<file path="config.mk">
export PLATFORM = sky130hd
export DESIGN_NAME = elevator_scan_ctrl
export DESIGN_NICKNAME = d
export VERILOG_FILES = /design/src/rtl/elevator_scan_ctrl.sv
export SDC_FILE = /design/constraint.sdc
export NUM_CORES = 1
export LEC_CHECK = 0
export CAP_MARGIN = 20
export CORE_ASPECT_RATIO = 1.4
export CORE_MARGIN = 5
export CORE_UTILIZATION = 44
export CTS_CLUSTER_DIAMETER = 100
export DETAILED_ROUTE_END_ITERATION = 7
export DONT_BUFFER_PORTS = 1
export PLACE_DENSITY = 0.62
export SETUP_SLACK_MARGIN = 0.15
export SLEW_MARGIN = 40
export SYNTH_ARGS = -nofsm -noshare
export SYNTH_HDL_FRONTEND = slang
export SYNTH_SLANG_ARGS = --single-unit
</file>
<file path="constraint.sdc">
create_clock -name clk -period 3.5 [get_ports clk]
set_clock_uncertainty 0.05 [all_clocks]
set_input_delay 0.7 -clock clk [delete_from_list [all_inputs] [get_ports clk]]
set_output_delay 0.7 -clock clk [all_outputs]
set_load 0.02 [all_outputs]
</file>
<file path="src/rtl/elevator_scan_ctrl.sv">
// Single-car SCAN elevator controller: latches floor calls into a pending bitmap,
// sweeps one floor per TRAVEL_CYCLES and holds the door for DOOR_CYCLES at each stop.
module elevator_scan_ctrl #(
  parameter int NUM_FLOORS    = 8,
  parameter int FLOOR_W       = 4,
  parameter int TRAVEL_CYCLES = 16,
  parameter int DOOR_CYCLES   = 32
) (
  input  logic                  clk,
  input  logic                  rst,
  input  logic                  req_valid,
  input  logic [FLOOR_W-1:0]    req_floor,
  input  logic                  door_hold,
  output logic [FLOOR_W-1:0]    curr_floor,
  output logic                  dir_up,
  output logic                  moving,
  output logic                  door_open,
  output logic                  arrived,
  output logic                  req_err,
  output logic [NUM_FLOORS-1:0] pending
);

  localparam int TMAX = (TRAVEL_CYCLES > DOOR_CYCLES) ? TRAVEL_CYCLES : DOOR_CYCLES;
  localparam int TW   = $clog2(TMAX + 1);
  localparam logic [TW-1:0]      T_LOAD = TW'(TRAVEL_CYCLES);
  localparam logic [TW-1:0]      D_LOAD = TW'(DOOR_CYCLES);
  localparam logic [TW-1:0]      ONE    = TW'(1);
  localparam logic [FLOOR_W-1:0] TOP    = FLOOR_W'(NUM_FLOORS - 1);
  localparam logic [FLOOR_W:0]   NF_W   = (FLOOR_W+1)'(NUM_FLOORS);

  typedef enum logic [1:0] {IDLE, MOVE_UP, MOVE_DOWN, DOOR} state_t;

  state_t                  state, state_nx;
  logic [FLOOR_W-1:0]      floor_nx, step_floor;
  logic                    dir_nx, arrive_nx;
  logic [TW-1:0]           timer, timer_nx;
  logic [NUM_FLOORS-1:0]   req_hot, cur_hot, step_hot, above, below, clr, req_set;
  logic                    in_range, same_req, here, ahead, behind;

  always_comb begin
    in_range   = ({1'b0, req_floor} < NF_W);
    if (state == MOVE_UP)
      step_floor = (curr_floor == TOP) ? curr_floor : curr_floor + FLOOR_W'(1);
    else
      step_floor = (curr_floor == '0) ? curr_floor : curr_floor - FLOOR_W'(1);
    for (int i = 0; i < NUM_FLOORS; i++) begin
      req_hot[i]  = req_valid && in_range && (req_floor == FLOOR_W'(i));
      cur_hot[i]  = (curr_floor == FLOOR_W'(i));
      step_hot[i] = (step_floor == FLOOR_W'(i));
      above[i]    = (FLOOR_W'(i) > curr_floor);
      below[i]    = (FLOOR_W'(i) < curr_floor);
    end
    here     = |(pending & cur_hot);
    ahead    = dir_up ? |(pending & above) : |(pending & below);
    behind   = dir_up ? |(pending & below) : |(pending & above);
    // A call for the floor whose door is already open only extends the dwell.
    same_req = (state == DOOR) && req_valid && (req_floor == curr_floor);
    req_set  = req_hot & ~({NUM_FLOORS{same_req}} & cur_hot);
  end

  always_comb begin
    state_nx  = state;
    floor_nx  = curr_floor;
    dir_nx    = dir_up;
    timer_nx  = timer;
    arrive_nx = 1'b0;
    clr       = '0;
    case (state)
      IDLE: begin
        if (here) begin
          state_nx  = DOOR;
          timer_nx  = D_LOAD;
          arrive_nx = 1'b1;
          clr       = cur_hot;
        end else if (ahead) begin
          state_nx = dir_up ? MOVE_UP : MOVE_DOWN;
          timer_nx = T_LOAD;
        end else if (behind) begin
          dir_nx   = ~dir_up;
          state_nx = dir_up ? MOVE_DOWN : MOVE_UP;
          timer_nx = T_LOAD;
        end
      end
      MOVE_UP, MOVE_DOWN: begin
        if (timer <= ONE) begin
          floor_nx = step_floor;
          if (|(pending & step_hot)) begin
            state_nx  = DOOR;
            timer_nx  = D_LOAD;
            arrive_nx = 1'b1;
            clr       = step_hot;
          end else begin
            timer_nx = T_LOAD;
          end
        end else begin
          timer_nx = timer - ONE;
        end
      end
      DOOR: begin
        if (same_req || door_hold) begin
          timer_nx = D_LOAD;
        end else if (timer <= ONE) begin
          if (ahead) begin
            state_nx = dir_up ? MOVE_UP : MOVE_DOWN;
            timer_nx = T_LOAD;
          end else if (behind) begin
            dir_nx   = ~dir_up;
            state_nx = dir_up ? MOVE_DOWN : MOVE_UP;
            timer_nx = T_LOAD;
          end else begin
            state_nx = IDLE;
            timer_nx = '0;
          end
        end else begin
          timer_nx = timer - ONE;
        end
      end
      default: state_nx = IDLE;
    endcase
  end

  always_ff @(posedge clk or posedge rst) begin
    if (rst) begin
      state      <= IDLE;
      curr_floor <= '0;
      dir_up     <= 1'b1;
      timer      <= '0;
      pending    <= '0;
      arrived    <= 1'b0;
      req_err    <= 1'b0;
    end else begin
      state      <= state_nx;
      curr_floor <= floor_nx;
      dir_up     <= dir_nx;
      timer      <= timer_nx;
      // Arrival clears the stop's bit even if a call for it lands on the same edge.
      pending    <= (pending | req_set) & ~clr;
      arrived    <= arrive_nx;
      req_err    <= req_valid && !in_range;
    end
  end

  assign moving    = (state == MOVE_UP) || (state == MOVE_DOWN);
  assign door_open = (state == DOOR);

endmodule
</file>
* After elaboration in Yosys (flattened, before gate mapping)
Cells that the tools add are included.
** Cells by class
- Bitwise logic cells :: 11
- Add/sub/neg operators :: 3
- Equality and inequality tests :: 31
- Reduce and logical (&&, ||, !) cells :: 28
- Muxes and demuxes :: 41
- $lt $le $gt $ge :: 18
** Operator list (count)
- 8-bit AND :: 7
- 4-bit by 3-bit equality test with 1-bit output, second input constant :: 12
- 6-bit 2-to-1 mux :: 7
- 8-bit OR reduction :: 4
- 4-bit by 2-bit equality test with 1-bit output, second input constant :: 6
- 8-bit 2-to-1 mux :: 3
- 2-bit 2-to-1 mux :: 11
- 6-bit one-hot mux with 3 select lines :: 1
- 3-bit by 4-bit greater-than comparator with 1-bit output, first input constant :: 4
- 3-bit by 4-bit less-than comparator with 1-bit output, first input constant :: 4
- 8-bit inverter :: 2
- 8-bit one-hot mux with 2 select lines :: 1
- 4-bit by 1-bit equality test with 1-bit output, second input constant :: 3
- 1-bit logical AND :: 12
- 4-bit zero test :: 3
- 4-bit 2-to-1 mux :: 3
- 1-bit 2-to-1 mux :: 10
- 5-bit 2-to-1 mux :: 2
- 1-bit by 4-bit greater-than comparator with 1-bit output, first input constant :: 2
- 2-bit by 4-bit greater-than comparator with 1-bit output, first input constant :: 2
- 1-bit by 4-bit less-than comparator with 1-bit output, first input constant :: 2
- 2-bit by 4-bit less-than comparator with 1-bit output, first input constant :: 2
- 2-bit != test, second input constant :: 4
- 8-bit OR :: 1
- 21 further kinds :: 24
** Storage, ports and cells
- Output and inout port bits :: 17
- Logic and storage cells :: 139
- Flip-flop bits (word level) :: 23
- Bits of input ports :: 8

* Depth between registers and ports, before layout
- Depth in word-level cells :: 11
- Gate-level depth with buffers :: 11

* Worst setup path before layout
Ideal clock, no wire load.
- Path kind :: reg2reg
- Start point :: reg curr_floor[1]
- End point :: reg timer[4]
- Period minus slack after synthesis :: 2.958 ns
- Arrival :: 2.785 ns
- Library setup time :: 0.123 ns
- Cell stages (with the launch flop) :: 12
- Required time :: 3.327 ns
- Buffers on the path :: 2
- Slack :: 0.542 ns
- Cells stage by stage :: dfrtp_1 > buf_2 > inv_1 > ha_1 > buf_2 > or3b_1 > nand2_1 > o21ai_0 > o21ai_1 > mux2_4 > o31a_1 > o221a_1
** Between the ends
- Cells in the longest elaborated chain, start to end :: 9
- Elaborated cells between the ends (all ways) :: 60
- Those cells by class :: add/sub (2); order compare (16); eq/ne (16); mux (14); bitwise (4); reduce/logical (8)
** Ends and longest elaborated chain
- start: declaration :: RTL line 14 : output logic [FLOOR_W-1:0] curr_floor,
- start signal: assignment :: RTL line 133 : curr_floor <= floor_nx;
- 4-bit by 1-bit subtractor with 4-bit output (tied with other cells) :: RTL line 45 : step_floor = (curr_floor == '0) ? curr_floor : curr_floor - FLOOR_W'(1);
- 4-bit 2-to-1 mux (tied with other cells) :: RTL line 45
- 4-bit 2-to-1 mux / 8-bit OR reduction (equally long branches) :: RTL line 42, 54, 55
- 4-bit by 1-bit equality test with 1-bit output (tied with other cells) :: RTL line 49 : step_hot[i] = (step_floor == FLOOR_W'(i));
- 8-bit AND / 5-bit 2-to-1 mux (equally long branches) :: RTL line 87, 106
- 8-bit OR reduction / 5-bit 2-to-1 mux (equally long branches) :: RTL line 87, 103
- 6-bit 2-to-1 mux (on tied branches) :: RTL line 87, 102
- 6-bit 2-to-1 mux (on tied branches) :: RTL line 85, 100
- 6-bit one-hot mux with 3 select lines :: RTL line 68 : case (state)
- end signal: assignment :: RTL line 135 : timer <= timer_nx;
- end: declaration :: RTL line 36 : logic [TW-1:0] timer, timer_nx;
Parallel ways exist; a longest one is shown, timed or not.
A chain may end at the register's enable or synchronous reset.

* Worst setup path in the final report
Ends and elaborated chain as after synthesis.

==> key figures <==
Outcome
  • Outcome: finished, final reports clean

Clock tree
  • Post_cts resized: 0
  • Clock latency on the worst-skew pair: ~0.28 ns
  • Clock-pin slew on the worst setup and hold paths: 0.09 ns
  • H-tree levels: 1
  • CTS buffer count: 3
  • Hold-fix buffers at CTS: 0
  • Setup Fix Bufs, Post-CTS: 0
  • CTS tree: built
  • CTS Sinks: 23
  • CTS Buffer Depth: 2
  • Cell at the root of the clock tree: clkbuf_8

Drt
  • DRT Pass-1 Iters: 4
  • Routed wl met2: roughly 3.2 mm
  • Antenna viol nets, final: 0
  • Total number of vias: around 2100
  • Initial drt markers: between 200 and 250
  • DR top layer: met4
  • Routed length on met3: between 300 and 400 µm
  • Average wire per standard cell: about 19 µm
  • DRC viols: 0
  • WL met1: 2.46 mm
  • Vias/cell: 6.34
  • Routed Wire Length: 6.34 mm

STA
  • Crit share post-route: between 80% and 90%
  • Min Tclk post-route: around 3.1 ns
  • Slew HR: 47.3%
  • Final hold violation count: 0
  • Endpoints failing setup: 0
  • Pins Over Slew Limit: 0
  • Setup TNS: 0 ns
  • RSZ-0062 raised after global routing: false
  • Worst Tran Pin Value: 0.791 ns
  • Fmax achieved: 327 MHz

Layout
  • Fin util: a little under half
  • Leading cell type in the layout, fill and taps excluded: dfrtp_1
  • Post-route cell area: ~2300 µm²
  • Most frequent cells in the layout: dfrtp_1 (22), nand2_1 (20), a21oi_1 (20), inv_1 (18), o21ai_0 (15)
  • ANT cells: 0
  • Layout cell share with drive strength beyond 1: under 10%
  • Area Overhead vs Synth: 3.79%
  • Fin nets: between 200 and 300

Yosys
  • Synthesized Nets: 286
  • Synthesis-stage register bit count: 23
  • Top FF cell, synth: dfrtp_1
  • Count of cell types in the netlist: 60
  • Synth top area share: 25.3%
  • Mapped Cells: between 200 and 300
  • Syn. warnings: 0
  • Cell taking the most area after synthesis: dfrtp_1
  • Cell Area, Synth: 2180 µm²
  • Post-synthesis async set-or-reset flop share: 100%
  • Largest cells by area after synthesis: dfrtp_1 (25%), ha_1 (5.7%), a21oi_1 (4.6%), nand2b_1 (3.7%), nand2_1 (3.4%)
  • Sequential area share after synthesis: between 20% and 30%
  • Avg Cell Area, Syn: just over 8 µm²
  • Post-synth EDFFs: 0

Placed design
  • IO Port Bufs: 0
  • Placed Area: about 2200 µm²
  • DP HPWL: around 4.8 mm
  • GPL Wtd Cong: 0.967

Critical path
  • Slowest stage cell, crit path: ha_1
  • Critical-path cell list: inv_1, ha_1, nor3b_2, o22ai_1, o211ai_1, mux2i_1, mux2_4, o31a_1, o221a_1
  • Critical path arrival: between 3 and 4 ns
  • WP data required: roughly 3.6 ns
  • Critical path buffers and inverters: 1
  • CP Launch Type: flip-flop
  • Max stage delay on crit path: around 0.48 ns
  • Crit path kind: reg -> reg
  • CP max FO: 12
  • Setup crit end kind: flip-flop
  • CP top delay family: compound AO/OA/AOI/OAI gates

Global route
  • Number of global-route vias before repair: 2016
  • GRT Residual Overflow: 0
  • Largest net degree at the start of global routing: 24
  • Initial antenna violation count: 0
  • Global-route wire length before repair: 10.4 mm
  • Total global-route track usage: about a fifth

Min path
  • HP Class: in -> async

Power and ir drop
  • PwrDens: approximately 1200 nW/µm²
  • VDD IR max: approximately 0.65 mV
  • Pleak: 0.000894 µW

Die
  • I/O pins: 25
  • Num rows: 30
  • Core ar.: ~4800 µm²
  • Die footprint: between 6000 and 7000 µm²
  • Die H: 93.3 µm
  • Initial core utilization: between 40 and 50%
  • Chip width: between 60 and 70 µm

Flow run
  • Number of max-cap violations: 0
==> Yosys cell counts (all sizes together) (4+ instances only) <==
library cell,instances
a21oi,20
nand2,20
ha,10
nand3,11
o32a,4
nor2,13
or3,4
nor2b,6
a221oi,4
clkbuf,4
mux2,5
inv,19
o211ai,6
a31oi,6
o21ai,16
dfrtp,22
nor3,5
o22ai,6
a211oi,4
a311oi,4
buf,12
nand2b,13
mux2i,4
==> final cells by class <==
cell class	instances	area, µm²
clock buffer	3	41.3
clock inverter	1	5.00
fill	496	2580
inverter	19	71.3
multi-input combinational	210	1450
sequential	23	577
tap	64	80.1
timing repair buffer	5	37.5
==> per-layer routing <==
layer  vias up  track usage, %
met1       969            21.7
met4         0            12.2
met5         -               0
met3        24            4.09
met2        67            35.3
li1       1001               -
==> power breakdown <==
group	internal, µW	leakage, µW	switching [µW]
Clock	79.7	0.0000255	91.4
Sequential	382	0.000273	294
Combinational	750	0.000596	1060
==> registers in the layout (all words and copies together) (netlist names) <==
register / flops
pending: 8
timer: 6
curr_floor: 4
state: 2
arrived: 1
dir_up: 1
req_err: 1
==> cell families (layout without fill, tap and decap cells) <==
| logic type | Yosys count | count (layout) | synth area share (%) |
|---|---|---|---|
| compound gates | 97 | 97 | 31.0 |
| simple gates | 92 | 92 | 24.1 |
| buf+inv | 35 | 28 | 7.29 |
| flops | 23 | 23 | 26.5 |
| fa+ha+maj | 10 | 10 | 5.74 |
| mux | 9 | 9 | 4.59 |
| xor+xnor | 2 | 2 | 0.804 |
==> worst paths after layout <==
kind / start / to / slack, ns / cells past startpoint
setup / recovery: curr_floor[1]$_DFFE_PP0P_ / timer[4]$_DFFE_PP0N_ / 0.44 / 9
hold / removal: rst / arrived$_DFF_PP0_ / 0.28 / 1
setup reg to reg: curr_floor[1]$_DFFE_PP0P_ / timer[4]$_DFFE_PP0N_ / 0.44 / 9
hold reg to reg: timer[3]$_DFFE_PP0N_ / timer[3]$_DFFE_PP0N_ / 0.50 / 2
max in group asynchronous: rst / curr_floor[2]$_DFFE_PP0P_ / 2.74 / 1
min in group clk: timer[3]$_DFFE_PP0N_ / timer[3]$_DFFE_PP0N_ / 0.50 / 2
==> metrics by stage <==
stage | setup WS (ns) | power (µW) | std cells | hold WS, ns
after floorplan | 0.542 | 2060 | 268 | 0.457
after global placement | 0.485 | 2460 | 321 | 0.470
after detailed placement | 0.486 | 2460 | 321 | 0.483
after CTS | 0.502 | 2640 | 325 | 0.290
after global routing | 0.260 | 2890 | 325 | 0.306
final | 0.443 | 2660 | 325 | 0.284
Note: power is estimated with default switching activity, not from simulation.
